`src/rtl/microwave_timer_ctrl.sv`:
```
// Microwave countdown sequencer: keypad digit loading, cook/pause/done
// control, one-second prescaler and magnetron gating for a 3-digit counter.
module microwave_timer_ctrl #(
  parameter int TICKS_PER_SEC = 50_000_000,
  parameter int DONE_CYCLES   = 100_000_000
) (
  input  logic       clk,
  input  logic       clrn,
  input  logic       key_valid,
  input  logic [3:0] key_data,
  input  logic       start,
  input  logic       stop,
  input  logic       door_closed,
  input  logic       zero,
  output logic [3:0] cnt_data,
  output logic       cnt_loadn,
  output logic       cnt_clrn,
  output logic       cnt_enable,
  output logic       mag_on,
  output logic       done,
  output logic [2:0] state_dbg
);

  localparam int TW = $clog2(TICKS_PER_SEC);
  localparam int DW = $clog2(DONE_CYCLES + 1);
  localparam logic [TW-1:0] TICK_MAX = TW'(TICKS_PER_SEC - 1);
  localparam logic [DW-1:0] DONE_MAX = DW'(DONE_CYCLES - 1);

  typedef enum logic [2:0] {
    IDLE  = 3'd0,
    ENTRY = 3'd1,
    COOK  = 3'd2,
    PAUSE = 3'd3,
    DONE  = 3'd4
  } state_t;

  state_t        state, state_nxt;
  logic [1:0]    digit_cnt, digit_nxt;
  logic [TW-1:0] tick_cnt, tick_nxt;
  logic [DW-1:0] done_cnt, done_nxt;
  logic [3:0]    data_q;
  logic          loadn_q;
  logic          clr_pulse;
  logic          key_ok;
  logic          go_ok;
  logic          accept;
  logic          clr_req;
  logic          in_cook;

  assign key_ok = key_valid && (key_data <= 4'd9) && (digit_cnt != 2'd3);
  assign go_ok  = start && door_closed && !zero;

  always_comb begin
    state_nxt = state;
    digit_nxt = digit_cnt;
    tick_nxt  = tick_cnt;
    done_nxt  = done_cnt;
    accept    = 1'b0;
    clr_req   = 1'b0;
    unique case (state)
      IDLE: begin
        if (key_ok) begin
          accept    = 1'b1;
          digit_nxt = 2'd1;
          state_nxt = ENTRY;
        end
      end
      ENTRY: begin
        if (stop) begin
          clr_req   = 1'b1;
          digit_nxt = 2'd0;
          state_nxt = IDLE;
        end else begin
          if (key_ok) begin
            accept    = 1'b1;
            digit_nxt = digit_cnt + 2'd1;
          end
          if (go_ok) state_nxt = COOK;
        end
      end
      COOK: begin
        if (zero) begin
          tick_nxt  = '0;
          digit_nxt = 2'd0;
          done_nxt  = '0;
          state_nxt = DONE;
        end else if (stop || !door_closed) begin
          // leave tick_cnt untouched so the second resumes mid-way
          state_nxt = PAUSE;
        end else if (tick_cnt == TICK_MAX) begin
          tick_nxt = '0;
        end else begin
          tick_nxt = tick_cnt + TW'(1);
        end
      end
      PAUSE: begin
        if (stop) begin
          clr_req   = 1'b1;
          digit_nxt = 2'd0;
          tick_nxt  = '0;
          state_nxt = IDLE;
        end else if (go_ok) begin
          state_nxt = COOK;
        end
      end
      DONE: begin
        if (key_valid || stop || done_cnt == DONE_MAX) begin
          done_nxt  = '0;
          state_nxt = IDLE;
        end else begin
          done_nxt = done_cnt + DW'(1);
        end
      end
      default: state_nxt = IDLE;
    endcase
  end

  always_ff @(posedge clk or negedge clrn) begin
    if (!clrn) begin
      state     <= IDLE;
      digit_cnt <= 2'd0;
      tick_cnt  <= '0;
      done_cnt  <= '0;
      data_q    <= 4'd0;
      loadn_q   <= 1'b1;
      clr_pulse <= 1'b0;
    end else begin
      state     <= state_nxt;
      digit_cnt <= digit_nxt;
      tick_cnt  <= tick_nxt;
      done_cnt  <= done_nxt;
      loadn_q   <= ~accept;
      clr_pulse <= clr_req;
      if (accept) data_q <= key_data;
    end
  end

  assign in_cook    = (state == COOK);
  assign cnt_data   = data_q;
  assign cnt_loadn  = loadn_q;
  // chain stays cleared for the whole reset, not only on the pulse
  assign cnt_clrn   = clrn & ~clr_pulse;
  assign cnt_enable = in_cook & door_closed & (tick_cnt == TICK_MAX);
  assign mag_on     = in_cook & door_closed;
  assign done       = (state == DONE);
  assign state_dbg  = state;

endmodule

```
`config.mk`:
```
export PLATFORM = sky130hd
export DESIGN_NAME = microwave_timer_ctrl
export DESIGN_NICKNAME = d
export VERILOG_FILES = /design/src/rtl/microwave_timer_ctrl.sv
export SDC_FILE = /design/constraint.sdc
export NUM_CORES = 1
export LEC_CHECK = 0
export CORE_ASPECT_RATIO = 0.7
export CORE_UTILIZATION = 42
export CTS_BUF_LIST = sky130_fd_sc_hd__clkbuf_2
export DETAILED_ROUTE_END_ITERATION = 12
export SLEW_MARGIN = 20
export SYNTH_ARGS = -nofsm -noshare
export SYNTH_HDL_FRONTEND = slang
export SYNTH_SLANG_ARGS = --single-unit
```
`constraint.sdc`:
```
create_clock -name clk -period 4.5 [get_ports clk]
set_clock_uncertainty 0.1 [all_clocks]
set_input_delay 0.9 -clock clk [delete_from_list [all_inputs] [get_ports clk]]
set_output_delay 0.9 -clock clk [all_outputs]
set_load 0.01 [all_outputs]
```
Word-level counts from Yosys, hierarchy flattened
Index checks and enable logic that the tools add are counted.
{"block": "classes", "div": 0, "n_mux": 26, "n_mul": 0, "order_cmp": 1, "eq_ne": 15, "n_reduce_logical": 18, "n_addsub": 3, "bitwise": 5, "shifts": 0}
{"cell": "26-bit two-way mux", "n": 4}
{"cell": "27-bit two-way mux", "n": 2}
{"cell": "27-bit case mux with 2 select lines", "n": 1}
{"cell": "26-bit case mux with 2 select lines", "n": 1}
{"cell": "27-bit by 1-bit adder with 27-bit output (second input constant)", "n": 1}
{"cell": "27-bit == test (second input constant)", "n": 1}
{"cell": "26-bit by 1-bit adder with 26-bit output (second input constant)", "n": 1}
{"cell": "26-bit == test (second input constant)", "n": 1}
{"cell": "3-bit two-way mux", "n": 6}
{"cell": "3-bit case mux with 4 select lines", "n": 1}
{"cell": "2-bit two-way mux", "n": 5}
{"cell": "2-bit != test (second input constant)", "n": 4}
{"cell": "2-bit case mux with 4 select lines", "n": 1}
{"cell": "3-bit by 2-bit == test with 1-bit output (second input constant)", "n": 2}
{"cell": "3-bit != test (second input constant)", "n": 2}
{"cell": "5-bit AND reduction", "n": 1}
{"cell": "4-bit less-or-equal comparator (second input constant)", "n": 1}
{"cell": "1-bit logical AND", "n": 4}
{"cell": "1-bit two-way mux", "n": 4}
{"cell": "4-bit AND reduction", "n": 1}
{"cell": "2-bit nonzero test", "n": 2}
{"cell": "4-bit nonzero test", "n": 1}
{"cell": "1-bit bitwise AND", "n": 3}
{"cell": "3-bit by 1-bit == test with 1-bit output (second input constant)", "n": 1}
{"cell": "other kinds (13)", "n": 17}
{"block": "word_totals", "n_memories": 0, "inputBits": 11, "mem_bits_rw": 0, "elab_cells": 75, "latchBits": 0, "output_inout_bits": 12, "regBits": 64, "mem_bits_ro": 0}

Depth between registers and ports, before layout
Gate-level depths: netlist of run 1.
{"block": "logic_depth", "ltp_word": 7, "depth_mapped": 8, "ltp_nobuf": 6}

Least setup slack after synthesis of run 1
OpenSTA, ideal clock, no wires.
{"block": "synth_path", "kind": "register -> output", "from": "register tick_cnt[0]", "to": "output port cnt_enable", "t_arrival_ns": 1.502, "path_stages_with_launch": 5, "slack_ns": 1.998, "t_required_ns": 3.500, "path_buffers": 0, "path_cell_list": "dfrtp_1 -> ha_1 -> nand3_1 -> or3_1 -> nor4_1"}
{"block": "synth_via", "elab_chain_len": 2}
{"item": "start, declared", "line": "39", "text": "logic [TW-1:0] tick_cnt, tick_nxt;"}
{"item": "start signal, assigned", "line": "130", "text": "tick_cnt <= tick_nxt;"}
{"item": "26-bit == test", "line": "143", "text": "assign cnt_enable = in_cook & door_closed & (tick_cnt == TICK_MAX);"}
{"item": "1-bit bitwise AND", "line": "143"}
{"item": "end, declared", "line": "18", "text": "output logic cnt_enable,"}
Every way passes these cells.

Final worst setup path of run 1
Ends and elaborated chain as after synthesis.

==> results.cfg, run 1 <==
[run_status]
status = finished clean

[global_route]
grt_max_degree = 65
antenna_found_initial = 0
grt_pass1_wl_um = 14000
track_usage = 0.200
grt-ovfl-total = 0
grt_pass1_vias = 2716

[clocking]
htree_num_levels = 3
hold_buffers = 0
numCtsBuffers = 9
cts_resized = 0
root_buffer = clkbuf_2
cts_tree = yes
postCtsSetupBuffers = 0
clk_path_buf_depth = 2
worstSkewPairLatency_ns = 0.53
cts.sinks = 64
clkTransAtPathRegs_ns = 0.19

[job]
drv_cap = 0

[power_and_ir_drop]
sequentialPowerShare = 0.494
internal-power_uw = 949
combPwrFrac = 0.264
p_sw_frac = 0.330
power_density_nw_per_um2 = 350
clkPwrFrac = 0.242
ir_drop_mv = 0.197
switchingPower_uw = 468
power_mw = 1.42
p_leak_nw = 1.64

[timing]
worstMarginPinSlew_ns = 0.986
setup_ws_ns = 0.821
fin_crit_sh = 0.818
grt_setup_unrepaired = false
fmax_ghz = 0.272
slew_headroom = 0.342
maxSlewViolCount = 0
hold_viol = 0
tns_ns = 0
period_needed_ns = 3.68
final-setup-viol-count = 0

[synthesis]
ys_ff_latch = 64
seq_area_frac_synth = 0.439
synth.distinct_cells = 60
post_synth_inst_count = 390
syn-num-nets = 404
netlist_area_sq_um = 3650
async_flop_share = 1.00
ys_warn_count = 0
synth.avg_cell_area_sq_um = 9.36
synth_edf_count = 0
ys.flop_type = dfrtp_1

[worst_setup_path]
critPathLaunch = tick_cnt[0]
crit_fanout = 6
path_class = reg -> out
start_kind = flop
worstPathCellList = ha_1 -> nand3_1 -> or3_1 -> nor4_1 -> clkdlybuf4s50_1
slowest_stage = clkdlybuf4s50_1
critPathBufInv = 1
max_stage_delay_ns = 0.57
r2r_start = done_cnt[0]
arrival_ns = 2.68
required_ns = 3.50
critical_path.endpoint_type = output pin
critical-path-top-delay-family = simple AND/OR/NAND/NOR gates

[die]
dieArea_sq_um = 9070
chipWidth_um = 113
ios = 23
row_count = 28
start_util = 0.432
core_sq_um = 8440
die_h_um = 80.0

[finish]
fin_cells = 533
drive_above_1_share = 0.0896
area_growth_syn_to_layout_pct = 11.0
fin_area_sq_um = 4050
fin_nets = 422
antennaDiodeCount = 0

[place]
dpl.hpwl_um = 5410
io_buffers = 22
placed_cell_area_sq_um = 3940
place_inst = 517
place_ws_ns = 1.11
gp_congestion = 0.791

[route]
drt-total-wl_um = 8340
viasPerCell = 5.65
drt_pass1_iterations = 4
drcViolationCount = 0
antenna_left = 0
num_vias = 3013
wl_per_cell_um = 15.7
drt_iter0_drc = 269

[min_path]
hold_path_class = in -> async
## power groups by stage
stage	logic (mW)	registers, mW	clock network (mW)
global placement	0.368	0.708	0
CTS	0.376	0.701	0.362
detailed placement	0.372	0.712	0
floorplan	0.245	0.692	0
finish	0.374	0.701	0.343
global route	0.411	0.714	0.384
## per-layer routing
layer / vias up / routed length, um / GRT usage
met3: 0 / 348 / 0.0623
met2: 67 / 3540 / 0.276
met5: - / 0 / 0
met4: 0 / 0 / 0.0447
met1: 1452 / 4460 / 0.300
li1: 1494 / - / -
## state kept, by name (all words and copies together), names as in the netlist
signal	flops
cnt_loadn	1
clr_pulse	1
cnt_data	4
digit_cnt	2
tick_cnt	26
done_cnt	27
state_dbg	3
## kinds of logic after synthesis
logic type               share of synthesized area
adder cells (fa/ha/maj)                     0.0103
AO/OA/AOI/OAI                                0.146
flip-flops                                   0.439
multiplexers                                0.0285
buffers and inverters                       0.0343
XOR/XNOR                                    0.0504
AND/OR/NAND/NOR                              0.291
## cell usage in the layout (no fill, tap or decap), types with 4 or more instances in the layout
master           netlist  routed
nand3_1               23      23
and2_1                 6       6
xnor2_1               19      19
dfrtp_1               63      63
nor4b_1                5       5
nor4_1                11      11
nor2b_1                4       4
o21bai_1               4       4
nand2b_1               7       7
mux2_2                 7       7
o31ai_1                4       4
clkinv_2               0       4
nand2_1               33      33
clkdlybuf4s50_1        0      21
or3_1                  4       4
clkbuf_2               1      11
nor3_1                13      13
inv_1                  7       7
nor2_1                36      36
nand4_1               14      14
a31oi_1               11      11
a21oi_1               21      21
and3_1                11      11
and4_1                 7       7
o21ai_0               13      13
## synthesized netlist by cell type (2+ instances only)
cell       n  share of area
and3_1    11          0.019
nor3_1    13          0.018
a21o_1     2         0.0041
a41oi_1    3         0.0072
clkbuf_1   8         0.0082
nand4_1   14          0.024
o31ai_1    4         0.0082
or4_1      3         0.0062
a221o_1    3         0.0082
nor2_1    36          0.037
nand3b_1   3         0.0062
o21bai_1   4         0.0082
buf_6      3         0.0093
a211o_1    2         0.0048
and2_1     6          0.010
nor4_1    11          0.019
nor2b_1    4         0.0069
nor3b_1    2         0.0041
dfrtp_1   63           0.43
nand2b_1   7          0.012
xor2_1     2         0.0048
mux2_2     7          0.022
and4_1     7          0.017
xnor2_1   19          0.046
buf_2      6         0.0082
or3_1      4         0.0069
o21ai_0   13          0.018
inv_1      7         0.0072
a31oi_1   11          0.019
nand3_1   23          0.032
nand2_1   33          0.034
a21oi_1   21          0.029
o311a_1    2         0.0055
nor4b_1    5          0.012
ha_1       3          0.010
## path summary, 6_finish.rpt
check | end | slack [ns] | depth (start not counted)
max | cnt_enable | 0.82 | 5
min | clr_pulse | 0.42 | 2
max reg2reg | done_cnt[17] | 1.79 | 6
min reg2reg | done_cnt[25] | 0.43 | 1
max in group asynchronous | done_cnt[26] | 3.28 | 2
min in group clk | done_cnt[25] | 0.43 | 1
## cell type report
class,count,area (sq um)
clock inverters,5,50.0
clock buffers,11,55.1
multi-input cells,301,1930
flip-flops and latches,64,1600
inverters,7,26.3
fillers,818,4390
repair buffers,25,238
well taps,120,150
## metrics by stage
| stage | utilization | hold WS, ns |
|---|---|---|
| 2_1_floorplan | - | 0.373 |
| 3_3_place_gp | 0.466 | 0.389 |
| 3_5_place_dp | 0.466 | 0.398 |
| 4_1_cts | 0.479 | 0.425 |
| 5_1_grt | 0.480 | 0.430 |
| 6_report | 0.480 | 0.417 |
Power figures use the tool's default switching activity.
==> inputs of run 2 (changes only) <==
- clock period: 4.5 -> 3 ns (I/O delays scaled with it)
==> run 2 against run 1 <==
  * Non-clock buffer count increased by 11
  * Sequential share of layout area decreased by 0.74 points
  * Design area grew 1.9%
  * First-iteration DRC count down 9.3%
  * Power rose by 47%
  * Highest routed layer is now met4
==> results.cfg, run 2 (synthesized netlist as in run 1, its figures left out) <==
[power_and_ir_drop]
p_sw_frac = 0.339
internal-power_mw = 1.38
power_mw = 2.08
power_density_nw_per_um2 = 505
clkPwrFrac = 0.197
ir_drop_mv = 0.202
sequentialPowerShare = 0.483
combPwrFrac = 0.320
p_leak_nw = 1.68
switchingPower_uw = 706

[route]
viasPerCell = 5.57
drcViolationCount = 0
drt-total-wl_um = 8470
antenna_left = 0
drt_pass1_iterations = 4
wl_per_cell_um = 15.6
num_vias = 3026
drt_iter0_drc = 244

[finish]
multi_input_area_sq_um = 1930
fin_area_sq_um = 4130
final_common_cell = dfrtp_1
drive_above_1_share = 0.113
final_cell_mix = dfrtp_1 (63), nor2_1 (36), nand2_1 (33)
largest-register = done_cnt
antennaDiodeCount = 0
fill_cells = 803
utilization = 0.489
fin_nets = 433
largest_reg_flops = 27
area_growth_syn_to_layout_pct = 13.1
register_area_sq_um = 1600
fin_cells = 543

[place]
io_buffers = 22
place_inst = 527
placed_cell_area_sq_um = 4040
gp_congestion = 0.809
dpl.hpwl_um = 5800

[worst_setup_path]
critPathLaunch = state_dbg[0]
critical-path-top-delay-family = buffers and inverters
required_ns = 2.30
crit_cells = 3
crit_fanout = 8
r2r_start = done_cnt[0]
path_class = reg -> out
r2r_end = done_cnt[26]
critPathBufInv = 2
arrival_ns = 2.11
r2r_setup_slack_ns = 0.53
max_stage_delay_ns = 0.60
cp-endpoint = done
critical_path.endpoint_type = output pin
r2r_cells = 7
slowest_stage = clkdlybuf4s50_1
start_kind = flop
worstPathCellList = buf_4 -> nor3b_1 -> clkdlybuf4s50_1

[timing]
fmax_ghz = 0.356
hold_viol = 0
fin_crit_sh = 0.937
maxSlewViolCount = 0
worstMarginPinSlew_ns = 0.832
tns_ns = 0
period_needed_ns = 2.81
grt_setup_unrepaired = false
final-setup-viol-count = 0
slew_headroom = 0.445

[global_route]
track_usage = 0.209
grt_pass1_wl_um = 14500
grt_pass1_vias = 2896
grt-ovfl-total = 0
antenna_found_initial = 0
grt_max_degree = 65

[run_status]
status = finished clean

[die]
start_util = 0.432
ios = 23
die_h_um = 80.0
row_count = 28
core_sq_um = 8440
chipWidth_um = 113
dieArea_sq_um = 9070

[clocking]
clk_path_buf_depth = 2
cts.sinks = 64
numCtsBuffers = 9
worstSkewPairLatency_ns = 0.53
root_buffer = clkbuf_2
clkTransAtPathRegs_ns = 0.18
cts_tree = yes
htree_num_levels = 3

[min_path]
hold_path_class = in -> async

[job]
drv_cap = 0
[run 2: cell types whose count changed in the layout (fill, tap and decap cells not counted), moves of 2 or more]
| cell | previous run | this run |
|---|---|---|
| buf_4 | 3 | 12 |
| buf_12 | 0 | 2 |
| clkinv_1 | 0 | 2 |
| clkinv_2 | 4 | 2 |
| nor4_1 | 11 | 9 |
| nor4_2 | 0 | 2 |
[run 2: power groups by stage]
stage	logic [mW]	clock network (mW)	registers (mW)
finish	0.666	0.411	1.01
global route	0.737	0.463	1.02
CTS	0.657	0.437	1.01
detailed placement	0.655	0	1.03
global placement	0.643	0	1.02
floorplan	0.367	0	1.04
[run 2: worst min-delay path by stage]
stage | from | end | slack [ns] | cells past startpoint
floorplan | clrn | clr_pulse | 0.20 | 0
global placement | cnt_data[0] | cnt_data[0] | 0.39 | 1
detailed placement | cnt_data[1] | cnt_data[1] | 0.40 | 1
CTS | clrn | tick_cnt[3] | 0.14 | 2
global route | clrn | digit_cnt[1] | 0.18 | 2
finish | clrn | tick_cnt[2] | 0.14 | 2
[run 2: final cells by class]
cell class / count / share of cell area
tap: 120 / 0.0364
sequential: 64 / 0.388
inverter: 7 / 0.00637
multi-input combinational: 301 / 0.468
clock buffer: 10 / 0.0121
timing repair buffer: 36 / 0.0824
clock inverter: 5 / 0.00606
[run 2: repair_timing]
action,in CTS,in global routing
setup buffers,0,1
endpoints found under the setup margin,1,1
hold buffers,0,0
resized for setup,1,4
[run 2: metrics by stage]
stage / setup slack [ns] / hold WS, ns
floorplan: 0.798 / 0.204
global placement: 0.202 / 0.388
detailed placement: 0.139 / 0.400
CTS: 0.0338 / 0.141
global route: 0.0272 / 0.182
finish: 0.190 / 0.141
[run 2: worst register-to-register path, delay by kind of cell (launching register included)]
family          cells  cell delay, ns
flops               1            0.43
compound gates      2            0.66
fa+ha+maj           1            0.23
simple gates        3            0.71
buf+inv             1            0.24
[run 2: routing by layer]
| metal | vias to the layer above | global-route usage | share of wire |
|---|---|---|---|
| li1 | 1510 | - | - |
| met2 | 67 | 0.302 | 0.42 |
| met5 | - | 0 | 0 |
| met4 | 0 | 0.0697 | 0.013 |
| met3 | 12 | 0.0554 | 0.047 |
| met1 | 1437 | 0.302 | 0.52 |
